[config.mk]
export PLATFORM = sky130hd
export DESIGN_NAME = pipe_hazard_ctrl_flat
export DESIGN_NICKNAME = d
export VERILOG_FILES = /design/src/rtl/pipe_hazard_ctrl_pkg.sv /design/src/rtl/pipe_hazard_ctrl_if.sv /design/src/rtl/pipe_hazard_ctrl_hazard_match.sv /design/src/rtl/pipe_hazard_ctrl.sv /design/src/flat_wrapper.sv
export SDC_FILE = /design/constraint.sdc
export NUM_CORES = 1
export LEC_CHECK = 0
export CAP_MARGIN = 20
export CORE_ASPECT_RATIO = 1.4
export CORE_UTILIZATION = 34
export CTS_CLUSTER_DIAMETER = 40
export CTS_CLUSTER_SIZE = 8
export DETAILED_ROUTE_END_ITERATION = 16
export PLACE_DENSITY = 0.83
export SLEW_MARGIN = 20
export SYNTH_ARGS = -nofsm -noshare
export SYNTH_HDL_FRONTEND = slang
export SYNTH_SLANG_ARGS = --single-unit
[constraint.sdc]
create_clock -name clk_i -period 1.31 [get_ports clk_i]
set_input_delay 0.131 -clock clk_i [delete_from_list [all_inputs] [get_ports clk_i]]
set_output_delay 0.131 -clock clk_i [all_outputs]
set_load 0.1 [all_outputs]
[src/rtl/pipe_hazard_ctrl_pkg.sv]
// Shared encodings for the pipeline hazard controller.
// Stage-register control codes, operand forward selects and the bus-wait FSM state type.
package pipe_ctrl_pkg;

    localparam logic [1:0] CTRL_RUN   = 2'b00;
    localparam logic [1:0] CTRL_HOLD  = 2'b01;
    localparam logic [1:0] CTRL_FLUSH = 2'b10;

    localparam logic [1:0] FWD_RF  = 2'b00;
    localparam logic [1:0] FWD_EX  = 2'b01;
    localparam logic [1:0] FWD_MEM = 2'b10;
    localparam logic [1:0] FWD_WB  = 2'b11;

    typedef enum logic [1:0] {
        ST_RUN      = 2'b00,
        ST_MEM_WAIT = 2'b01,
        ST_FAULT    = 2'b10
    } ctrl_state_t;

endpackage

[src/rtl/pipe_hazard_ctrl_if.sv]
// Signal bundle between the hazard controller and the pipeline.
// master: the hazard controller; slave: the pipeline / stage registers.
interface pipe_hazard_ctrl_if #(
    parameter int REG_AW = 5,
    parameter int NUM_RP = 2
);
    logic [NUM_RP*REG_AW-1:0] id_rs_i;
    logic [NUM_RP-1:0]        id_rs_used_i;
    logic [REG_AW-1:0]        ex_wr_i;
    logic [REG_AW-1:0]        mem_wr_i;
    logic [REG_AW-1:0]        wb_wr_i;
    logic                     ex_rf_we_i;
    logic                     mem_rf_we_i;
    logic                     wb_rf_we_i;
    logic                     ex_is_load_i;
    logic                     mem_bus_req_i;
    logic                     bus_ready_i;
    logic                     branch_taken_i;
    logic [1:0]               if_id_ctrl_o;
    logic [1:0]               id_ex_ctrl_o;
    logic [1:0]               ex_mem_ctrl_o;
    logic [1:0]               mem_wb_ctrl_o;
    logic                     pc_keep_o;
    logic                     pc_redirect_o;
    logic [NUM_RP*2-1:0]      fwd_sel_o;
    logic                     bus_timeout_o;

    modport master (
        input  id_rs_i, id_rs_used_i, ex_wr_i, mem_wr_i, wb_wr_i,
               ex_rf_we_i, mem_rf_we_i, wb_rf_we_i, ex_is_load_i,
               mem_bus_req_i, bus_ready_i, branch_taken_i,
        output if_id_ctrl_o, id_ex_ctrl_o, ex_mem_ctrl_o, mem_wb_ctrl_o,
               pc_keep_o, pc_redirect_o, fwd_sel_o, bus_timeout_o
    );

    modport slave (
        output id_rs_i, id_rs_used_i, ex_wr_i, mem_wr_i, wb_wr_i,
               ex_rf_we_i, mem_rf_we_i, wb_rf_we_i, ex_is_load_i,
               mem_bus_req_i, bus_ready_i, branch_taken_i,
        input  if_id_ctrl_o, id_ex_ctrl_o, ex_mem_ctrl_o, mem_wb_ctrl_o,
               pc_keep_o, pc_redirect_o, fwd_sel_o, bus_timeout_o
    );
endinterface

[src/rtl/pipe_hazard_ctrl_hazard_match.sv]
// Per-read-port comparator: flags which later stage will write the register
// this ID read port needs. Register x0 is hardwired and never matches.
module hazard_match #(
    parameter int REG_AW = 5
) (
    input  logic [REG_AW-1:0] rs,
    input  logic              used,
    input  logic [REG_AW-1:0] ex_wr,
    input  logic [REG_AW-1:0] mem_wr,
    input  logic [REG_AW-1:0] wb_wr,
    input  logic              ex_we,
    input  logic              mem_we,
    input  logic              wb_we,
    output logic              ex_hit,
    output logic              mem_hit,
    output logic              wb_hit
);
    logic rs_live;

    // rs != 0 together with wr == rs already implies wr != 0
    assign rs_live = used && (rs != '0);
    assign ex_hit  = rs_live && ex_we  && (ex_wr  == rs);
    assign mem_hit = rs_live && mem_we && (mem_wr == rs);
    assign wb_hit  = rs_live && wb_we  && (wb_wr  == rs);
endmodule

[src/rtl/pipe_hazard_ctrl.sv]
// Pipeline hazard controller: forwarding selects, load-use interlock,
// bus-wait freeze with timeout, and branch flush. Sole source of freeze/flush.
// Optional macro PIPE_PERF_CNT_EN adds stall/flush/wait performance counters.
module pipe_hazard_ctrl
    import pipe_ctrl_pkg::*;
#(
    parameter int REG_AW      = 5,
    parameter int NUM_RP      = 2,
    parameter int FWD_MODE    = 1,
    parameter int BUS_TIMEOUT = 16
) (
    input  logic                clk_i,
    input  logic                rst_n_i,
    pipe_hazard_ctrl_if.master  bus
`ifdef PIPE_PERF_CNT_EN
    ,
    output logic [31:0]         stall_cycles_o,
    output logic [31:0]         flush_events_o,
    output logic [31:0]         wait_cycles_o
`endif
);
    localparam int CW = $clog2(BUS_TIMEOUT) + 1;

    ctrl_state_t       state, state_nxt;
    logic [CW-1:0]     cnt, cnt_nxt;
    logic              fault_set;
    logic              timeout_flag;
    logic [NUM_RP-1:0] ex_hit, mem_hit, wb_hit;
    logic              load_use, freeze, branch_act, stall_act;
    logic [1:0]        if_id, id_ex, ex_mem, mem_wb;
    logic              pc_keep, pc_redirect;
    logic [NUM_RP*2-1:0] fwd_sel;

    for (genvar p = 0; p < NUM_RP; p++) begin : g_port
        hazard_match #(.REG_AW(REG_AW)) u_match (
            .rs      (bus.id_rs_i[p*REG_AW +: REG_AW]),
            .used    (bus.id_rs_used_i[p]),
            .ex_wr   (bus.ex_wr_i),
            .mem_wr  (bus.mem_wr_i),
            .wb_wr   (bus.wb_wr_i),
            .ex_we   (bus.ex_rf_we_i),
            .mem_we  (bus.mem_rf_we_i),
            .wb_we   (bus.wb_rf_we_i),
            .ex_hit  (ex_hit[p]),
            .mem_hit (mem_hit[p]),
            .wb_hit  (wb_hit[p])
        );
    end

    // Without forwarding any pending writer blocks the read; with it only an EX load does
    assign load_use   = (FWD_MODE != 0) ? ((|ex_hit) && bus.ex_is_load_i)
                                        : (|(ex_hit | mem_hit | wb_hit));
    assign freeze     = ((state == ST_RUN) && bus.mem_bus_req_i && !bus.bus_ready_i) ||
                        ((state == ST_MEM_WAIT) && !bus.bus_ready_i);
    assign branch_act = !freeze && bus.branch_taken_i;
    assign stall_act  = !freeze && !bus.branch_taken_i && load_use;

    // State, wait counter and sticky fault flag
    always_ff @(posedge clk_i or negedge rst_n_i) begin
        if (!rst_n_i) begin
            state        <= ST_RUN;
            cnt          <= '0;
            timeout_flag <= 1'b0;
        end else begin
            state <= state_nxt;
            cnt   <= cnt_nxt;
            if (fault_set) timeout_flag <= 1'b1;
        end
    end

    // Next state and stage-register control, highest priority first
    always_comb begin
        state_nxt   = state;
        cnt_nxt     = cnt;
        fault_set   = 1'b0;
        if_id       = CTRL_RUN;
        id_ex       = CTRL_RUN;
        ex_mem      = CTRL_RUN;
        mem_wb      = CTRL_RUN;
        pc_keep     = 1'b0;
        pc_redirect = 1'b0;
        unique case (state)
            ST_RUN: begin
                // The entry cycle is already the first waited cycle
                if (bus.mem_bus_req_i && !bus.bus_ready_i) begin
                    state_nxt = ST_MEM_WAIT;
                    cnt_nxt   = CW'(1);
                end
            end
            ST_MEM_WAIT: begin
                if (bus.bus_ready_i) begin
                    state_nxt = ST_RUN;
                    cnt_nxt   = '0;
                end else if (cnt == CW'(BUS_TIMEOUT - 1)) begin
                    state_nxt = ST_FAULT;
                    cnt_nxt   = '0;
                    fault_set = 1'b1;
                end else begin
                    cnt_nxt = cnt + CW'(1);
                end
            end
            ST_FAULT: begin
                state_nxt = ST_RUN;
                cnt_nxt   = '0;
            end
            default: begin
                state_nxt = ST_RUN;
                cnt_nxt   = '0;
            end
        endcase

        if (!rst_n_i) begin
            if_id   = CTRL_FLUSH;
            id_ex   = CTRL_FLUSH;
            ex_mem  = CTRL_FLUSH;
            mem_wb  = CTRL_FLUSH;
            pc_keep = 1'b1;
        end else if (freeze) begin
            if_id   = CTRL_HOLD;
            id_ex   = CTRL_HOLD;
            ex_mem  = CTRL_HOLD;
            mem_wb  = CTRL_HOLD;
            pc_keep = 1'b1;
        end else begin
            if (branch_act) begin
                if_id       = CTRL_FLUSH;
                id_ex       = CTRL_FLUSH;
                pc_redirect = 1'b1;
            end else if (stall_act) begin
                if_id   = CTRL_HOLD;
                id_ex   = CTRL_FLUSH;
                pc_keep = 1'b1;
            end
            // Timed-out access is dropped rather than written back
            if (state == ST_FAULT) mem_wb = CTRL_FLUSH;
        end
    end

    // Operand source per read port: youngest producer wins
    always_comb begin
        fwd_sel = '0;
        if (rst_n_i && (FWD_MODE != 0)) begin
            for (int p = 0; p < NUM_RP; p++) begin
                if (ex_hit[p])       fwd_sel[p*2 +: 2] = FWD_EX;
                else if (mem_hit[p]) fwd_sel[p*2 +: 2] = FWD_MEM;
                else if (wb_hit[p])  fwd_sel[p*2 +: 2] = FWD_WB;
            end
        end
    end

    assign bus.if_id_ctrl_o  = if_id;
    assign bus.id_ex_ctrl_o  = id_ex;
    assign bus.ex_mem_ctrl_o = ex_mem;
    assign bus.mem_wb_ctrl_o = mem_wb;
    assign bus.pc_keep_o     = pc_keep;
    assign bus.pc_redirect_o = pc_redirect;
    assign bus.fwd_sel_o     = fwd_sel;
    assign bus.bus_timeout_o = timeout_flag;

`ifdef PIPE_PERF_CNT_EN
    // Free-running event counters, wrapping at 2^32
    always_ff @(posedge clk_i or negedge rst_n_i) begin
        if (!rst_n_i) begin
            stall_cycles_o <= '0;
            flush_events_o <= '0;
            wait_cycles_o  <= '0;
        end else begin
            if (stall_act)  stall_cycles_o <= stall_cycles_o + 32'd1;
            if (branch_act) flush_events_o <= flush_events_o + 32'd1;
            if (freeze)     wait_cycles_o  <= wait_cycles_o + 32'd1;
        end
    end
`endif

endmodule

[src/flat_wrapper.sv]
// flat-port wrapper written by rule: the top's interface ports become plain ports
module pipe_hazard_ctrl_flat import pipe_ctrl_pkg::*;
#(
    parameter int REG_AW      = 5,
    parameter int NUM_RP      = 2,
    parameter int FWD_MODE    = 1,
    parameter int BUS_TIMEOUT = 16
)
  (clk_i, rst_n_i, bus_id_rs_i, bus_id_rs_used_i, bus_ex_wr_i, bus_mem_wr_i, bus_wb_wr_i, bus_ex_rf_we_i, bus_mem_rf_we_i, bus_wb_rf_we_i, bus_ex_is_load_i, bus_mem_bus_req_i, bus_bus_ready_i, bus_branch_taken_i, bus_if_id_ctrl_o, bus_id_ex_ctrl_o, bus_ex_mem_ctrl_o, bus_mem_wb_ctrl_o, bus_pc_keep_o, bus_pc_redirect_o, bus_fwd_sel_o, bus_bus_timeout_o);
  pipe_hazard_ctrl_if #(.REG_AW(REG_AW), .NUM_RP(NUM_RP)) bus_i ();
  input  logic clk_i;
  input  logic rst_n_i;
  input wire logic [$bits(bus_i.id_rs_i)-1:0] bus_id_rs_i;
  input wire logic [$bits(bus_i.id_rs_used_i)-1:0] bus_id_rs_used_i;
  input wire logic [$bits(bus_i.ex_wr_i)-1:0] bus_ex_wr_i;
  input wire logic [$bits(bus_i.mem_wr_i)-1:0] bus_mem_wr_i;
  input wire logic [$bits(bus_i.wb_wr_i)-1:0] bus_wb_wr_i;
  input wire logic [$bits(bus_i.ex_rf_we_i)-1:0] bus_ex_rf_we_i;
  input wire logic [$bits(bus_i.mem_rf_we_i)-1:0] bus_mem_rf_we_i;
  input wire logic [$bits(bus_i.wb_rf_we_i)-1:0] bus_wb_rf_we_i;
  input wire logic [$bits(bus_i.ex_is_load_i)-1:0] bus_ex_is_load_i;
  input wire logic [$bits(bus_i.mem_bus_req_i)-1:0] bus_mem_bus_req_i;
  input wire logic [$bits(bus_i.bus_ready_i)-1:0] bus_bus_ready_i;
  input wire logic [$bits(bus_i.branch_taken_i)-1:0] bus_branch_taken_i;
  output wire logic [$bits(bus_i.if_id_ctrl_o)-1:0] bus_if_id_ctrl_o;
  output wire logic [$bits(bus_i.id_ex_ctrl_o)-1:0] bus_id_ex_ctrl_o;
  output wire logic [$bits(bus_i.ex_mem_ctrl_o)-1:0] bus_ex_mem_ctrl_o;
  output wire logic [$bits(bus_i.mem_wb_ctrl_o)-1:0] bus_mem_wb_ctrl_o;
  output wire logic [$bits(bus_i.pc_keep_o)-1:0] bus_pc_keep_o;
  output wire logic [$bits(bus_i.pc_redirect_o)-1:0] bus_pc_redirect_o;
  output wire logic [$bits(bus_i.fwd_sel_o)-1:0] bus_fwd_sel_o;
  output wire logic [$bits(bus_i.bus_timeout_o)-1:0] bus_bus_timeout_o;
  assign bus_i.id_rs_i = bus_id_rs_i;
  assign bus_i.id_rs_used_i = bus_id_rs_used_i;
  assign bus_i.ex_wr_i = bus_ex_wr_i;
  assign bus_i.mem_wr_i = bus_mem_wr_i;
  assign bus_i.wb_wr_i = bus_wb_wr_i;
  assign bus_i.ex_rf_we_i = bus_ex_rf_we_i;
  assign bus_i.mem_rf_we_i = bus_mem_rf_we_i;
  assign bus_i.wb_rf_we_i = bus_wb_rf_we_i;
  assign bus_i.ex_is_load_i = bus_ex_is_load_i;
  assign bus_i.mem_bus_req_i = bus_mem_bus_req_i;
  assign bus_i.bus_ready_i = bus_bus_ready_i;
  assign bus_i.branch_taken_i = bus_branch_taken_i;
  assign bus_if_id_ctrl_o = bus_i.if_id_ctrl_o;
  assign bus_id_ex_ctrl_o = bus_i.id_ex_ctrl_o;
  assign bus_ex_mem_ctrl_o = bus_i.ex_mem_ctrl_o;
  assign bus_mem_wb_ctrl_o = bus_i.mem_wb_ctrl_o;
  assign bus_pc_keep_o = bus_i.pc_keep_o;
  assign bus_pc_redirect_o = bus_i.pc_redirect_o;
  assign bus_fwd_sel_o = bus_i.fwd_sel_o;
  assign bus_bus_timeout_o = bus_i.bus_timeout_o;
  pipe_hazard_ctrl #(.REG_AW(REG_AW), .NUM_RP(NUM_RP), .FWD_MODE(FWD_MODE), .BUS_TIMEOUT(BUS_TIMEOUT)) u_core (.clk_i(clk_i), .rst_n_i(rst_n_i), .bus(bus_i));
endmodule
==> out/results.txt <==
Initial Utilization -> 35.90%
Hold WS -> 0.4268 ns
TritonCTS clock tree -> built
GRT Total Usage -> 32.29%
antenna cells -> 0
largest net degree at the start of global routing -> 9
total nets after synthesis -> 143
period utilization -> 143.1%
worst setup margin -> -0.5649 ns
clock sinks -> 8
DRC viols -> 0
Worst-Skew Late Latency -> 0.25 ns
clock transition at the registers of the reported paths -> 0.06 ns
min Tclk post-route -> 1.875 ns
unrepaired setup endpoints after global routing -> yes
pre-CTS setup slack -> -0.9518 ns
die height -> 61.45 um
gr ovfl total -> 0
critical path required time -> 1.18 ns
flops & latches, synth -> 8
Slew Viols, Final -> 0
Worst Hold Class -> input port to register
Post-Layout Cell Count -> 238
via count -> 1396
Avg Cell Area, Syn -> 8.097 sq um
violated checks -> setup timing
num ports -> 51
worst-margin pin slew -> 0.3956 ns
# rows -> 21
library cells used by synthesis -> 28
Max Fclk -> 0.5334 GHz
Placed Cells -> 222
Max VDD drop -> 0.7803 mV
nets -> 243
Routed Antenna Nets -> 0
final hold vios -> 0
Die ar. -> 2732 sq um
Max-cap violations -> 0
First-pass DRT Iterations -> 4
synth warn -> 0
CTS Buf Count -> 3
CP endpoint kind -> output port
placer congestion estimate -> 0.9517
core area -> 2391 sq um
Worst EP arrival -> 1.74 ns
final setup vio count -> 19
register area share after synthesis -> 23.32%
Post-Synthesis Cell Area -> 858.3 sq um
relative slew slack -> 73.38%
crit start category -> input port
Port Buf Inserts -> 50
status -> finished with violations
via-per-instance ratio -> 5.866
DRT Wirelength -> 5.487 mm
drt wl/cell -> 23.05 um
first-pass GRT wire length -> 6.210 mm
post-route clock skew -> 0.009350 ns
Pwr Density -> 558.7 nW/um^2
initial DRC count -> 65
Setup Crit Path Kind -> input port to output port
vias in the first global route -> 1391
P_leak -> 0.9943 nW
die width -> 44.47 um
power consumption -> 1.257 mW
antenna violations before repair -> 0
# hold bufs at CTS -> 0
Clock Tree Root -> clkbuf_4
number of fill cells -> 65
layout cell share with drive strength beyond 1 -> 58.82%
Area Growth Syn to Fin -> 162.1%
Cells after Synth -> 106
post-detail-place hpwl -> 3.080 mm
CP Max Fanout -> 2
fin util -> 94.09%
H-tree depth -> 1
Clock Tree Buf Depth -> 2
metal layers:
| layer | GRT usage, % | routed length [um] |
|---|---|---|
| met4 | 22.51 | 546 |
| met3 | 9.091 | 479 |
| met2 | 63.03 | 2910 |
| met5 | 0 | 0 |
| met1 | 27.19 | 1551 |
critical path, stage by stage:
cell and delay (ns):
dlygate4sd2_1 0.28, xor2_1 0.16, nor4_1 0.40, nand4_1 0.21, buf_4 0.19, a21oi_4 0.17, buf_12 0.20
where the power goes:
| part | total (mW) | internal [mW] | switching [mW] |
|---|---|---|---|
| combinational | 0.793 | 0.361 | 0.432 |
| clock | 0.191 | 0.105 | 0.0859 |
| sequential | 0.273 | 0.260 | 0.0132 |
timing repair:
item	CTS	global route
pin swaps	25	24
gates cloned	0	0
setup endpoints to repair	13	18
gates resized for setup	76	53
setup buffers	5	10
cell usage after synthesis:
| library cell | instances | area share (%) |
|---|---|---|
| and2_1 | 1 | 0.73 |
| nand4_2 | 2 | 2.9 |
| o31ai_1 | 1 | 0.87 |
| a21oi_1 | 8 | 4.7 |
| o21a_1 | 3 | 2.6 |
| o21ai_0 | 3 | 1.7 |
| nor3_1 | 4 | 2.3 |
| buf_4 | 2 | 1.7 |
| inv_1 | 3 | 1.3 |
| and3_1 | 1 | 0.73 |
| or4_1 | 2 | 1.7 |
| xor2_1 | 24 | 24 |
| a22o_1 | 1 | 1.0 |
| o21ai_1 | 1 | 0.58 |
| or3_1 | 1 | 0.73 |
| nand2b_1 | 3 | 2.2 |
| a21o_1 | 1 | 0.87 |
| or2_1 | 1 | 0.73 |
| nor4_1 | 6 | 4.4 |
| nand3_1 | 2 | 1.2 |
| nand2_1 | 7 | 3.1 |
| a21oi_2 | 1 | 1.0 |
| xnor2_1 | 6 | 6.1 |
| nand4_1 | 4 | 2.9 |
| ha_1 | 1 | 1.5 |
| dfrtp_1 | 8 | 23 |
| nor2_1 | 7 | 3.1 |
| nor2b_1 | 2 | 1.5 |
state kept, by name, indices dropped and copies added (netlist names):
register / cells
u_core.state: 2
u_core.cnt: 5
u_core.bus.bus_timeout_o: 1
cell type report:
class,instances,area [sq um],area share (%)
Tap cell,34,42.54,1.891
Inverter,3,11.26,0.5006
Clock buffer,3,22.52,1.001
Sequential cell,8,200.2,8.899
Timing Repair Buffer,97,1039,46.16
Multi-Input combinational cell,93,934.6,41.55
cell usage in the layout (no fill, tap or decap), types with 2 or more instances in the layout:
| master | count |
|---|---|
| nor3_1 | 2 |
| xnor2_1 | 4 |
| o21ai_4 | 2 |
| nand2_4 | 2 |
| buf_8 | 2 |
| xor2_2 | 4 |
| a21oi_1 | 4 |
| dlygate4sd2_1 | 6 |
| nand2b_4 | 2 |
| buf_4 | 32 |
| nor4_2 | 3 |
| or4_4 | 2 |
| buf_6 | 20 |
| inv_1 | 2 |
| clkbuf_2 | 4 |
| dlymetal6s2s_1 | 2 |
| nor3_2 | 2 |
| nand4_1 | 4 |
| a21oi_4 | 5 |
| xnor2_2 | 2 |
| nor2_1 | 4 |
| o21a_4 | 3 |
| dfrtp_1 | 8 |
| xor2_1 | 20 |
| clkdlybuf4s50_1 | 10 |
| nand2_1 | 4 |
| nor4_1 | 2 |
| nand4_4 | 2 |
| buf_12 | 15 |
| nor2_4 | 2 |
| buf_2 | 3 |
| clkdlybuf4s15_1 | 3 |
| clkbuf_4 | 3 |
path summary, 6_finish.rpt:
| kind | from | endpoint | slack [ns] | depth (start not counted) |
|---|---|---|---|---|
| max | bus_wb_wr_i[2] | bus_fwd_sel_o[3] | -0.56 | 7 |
| min | bus_bus_ready_i | u_core.state[0] | 0.43 | 5 |
| max reg2reg | u_core.state[1] | u_core.bus.bus_timeout_o | -0.17 | 6 |
| min reg2reg | u_core.cnt[4] | u_core.state[1] | 0.53 | 1 |
| max in group asynchronous | rst_n_i | u_core.cnt[2] | 0.63 | 4 |
| min in group asynchronous | rst_n_i | u_core.bus.bus_timeout_o | 0.54 | 4 |
logic make-up (layout without fill, tap and decap cells):
logic type / count (synthesis) / after routing / synth area share, %
AO/OA/AOI/OAI: 19 / 19 / 13.41
XOR/XNOR: 30 / 30 / 30.61
adder cells (fa/ha/maj): 1 / 1 / 1.457
buffers and inverters: 5 / 103 / 3.061
flip-flops: 8 / 8 / 23.32
AND/OR/NAND/NOR: 43 / 43 / 28.14
through the flow:
step | cell area (sq um) | TNS [ns]
floorplan | 985.9 | -3.753
global placement | 1903 | -6.848
detailed placement | 1903 | -8.035
CTS | 2029 | -4.753
global route | 2250 | -6.556
finish | 2250 | -5.503
(Power assumes the default switching activity.)
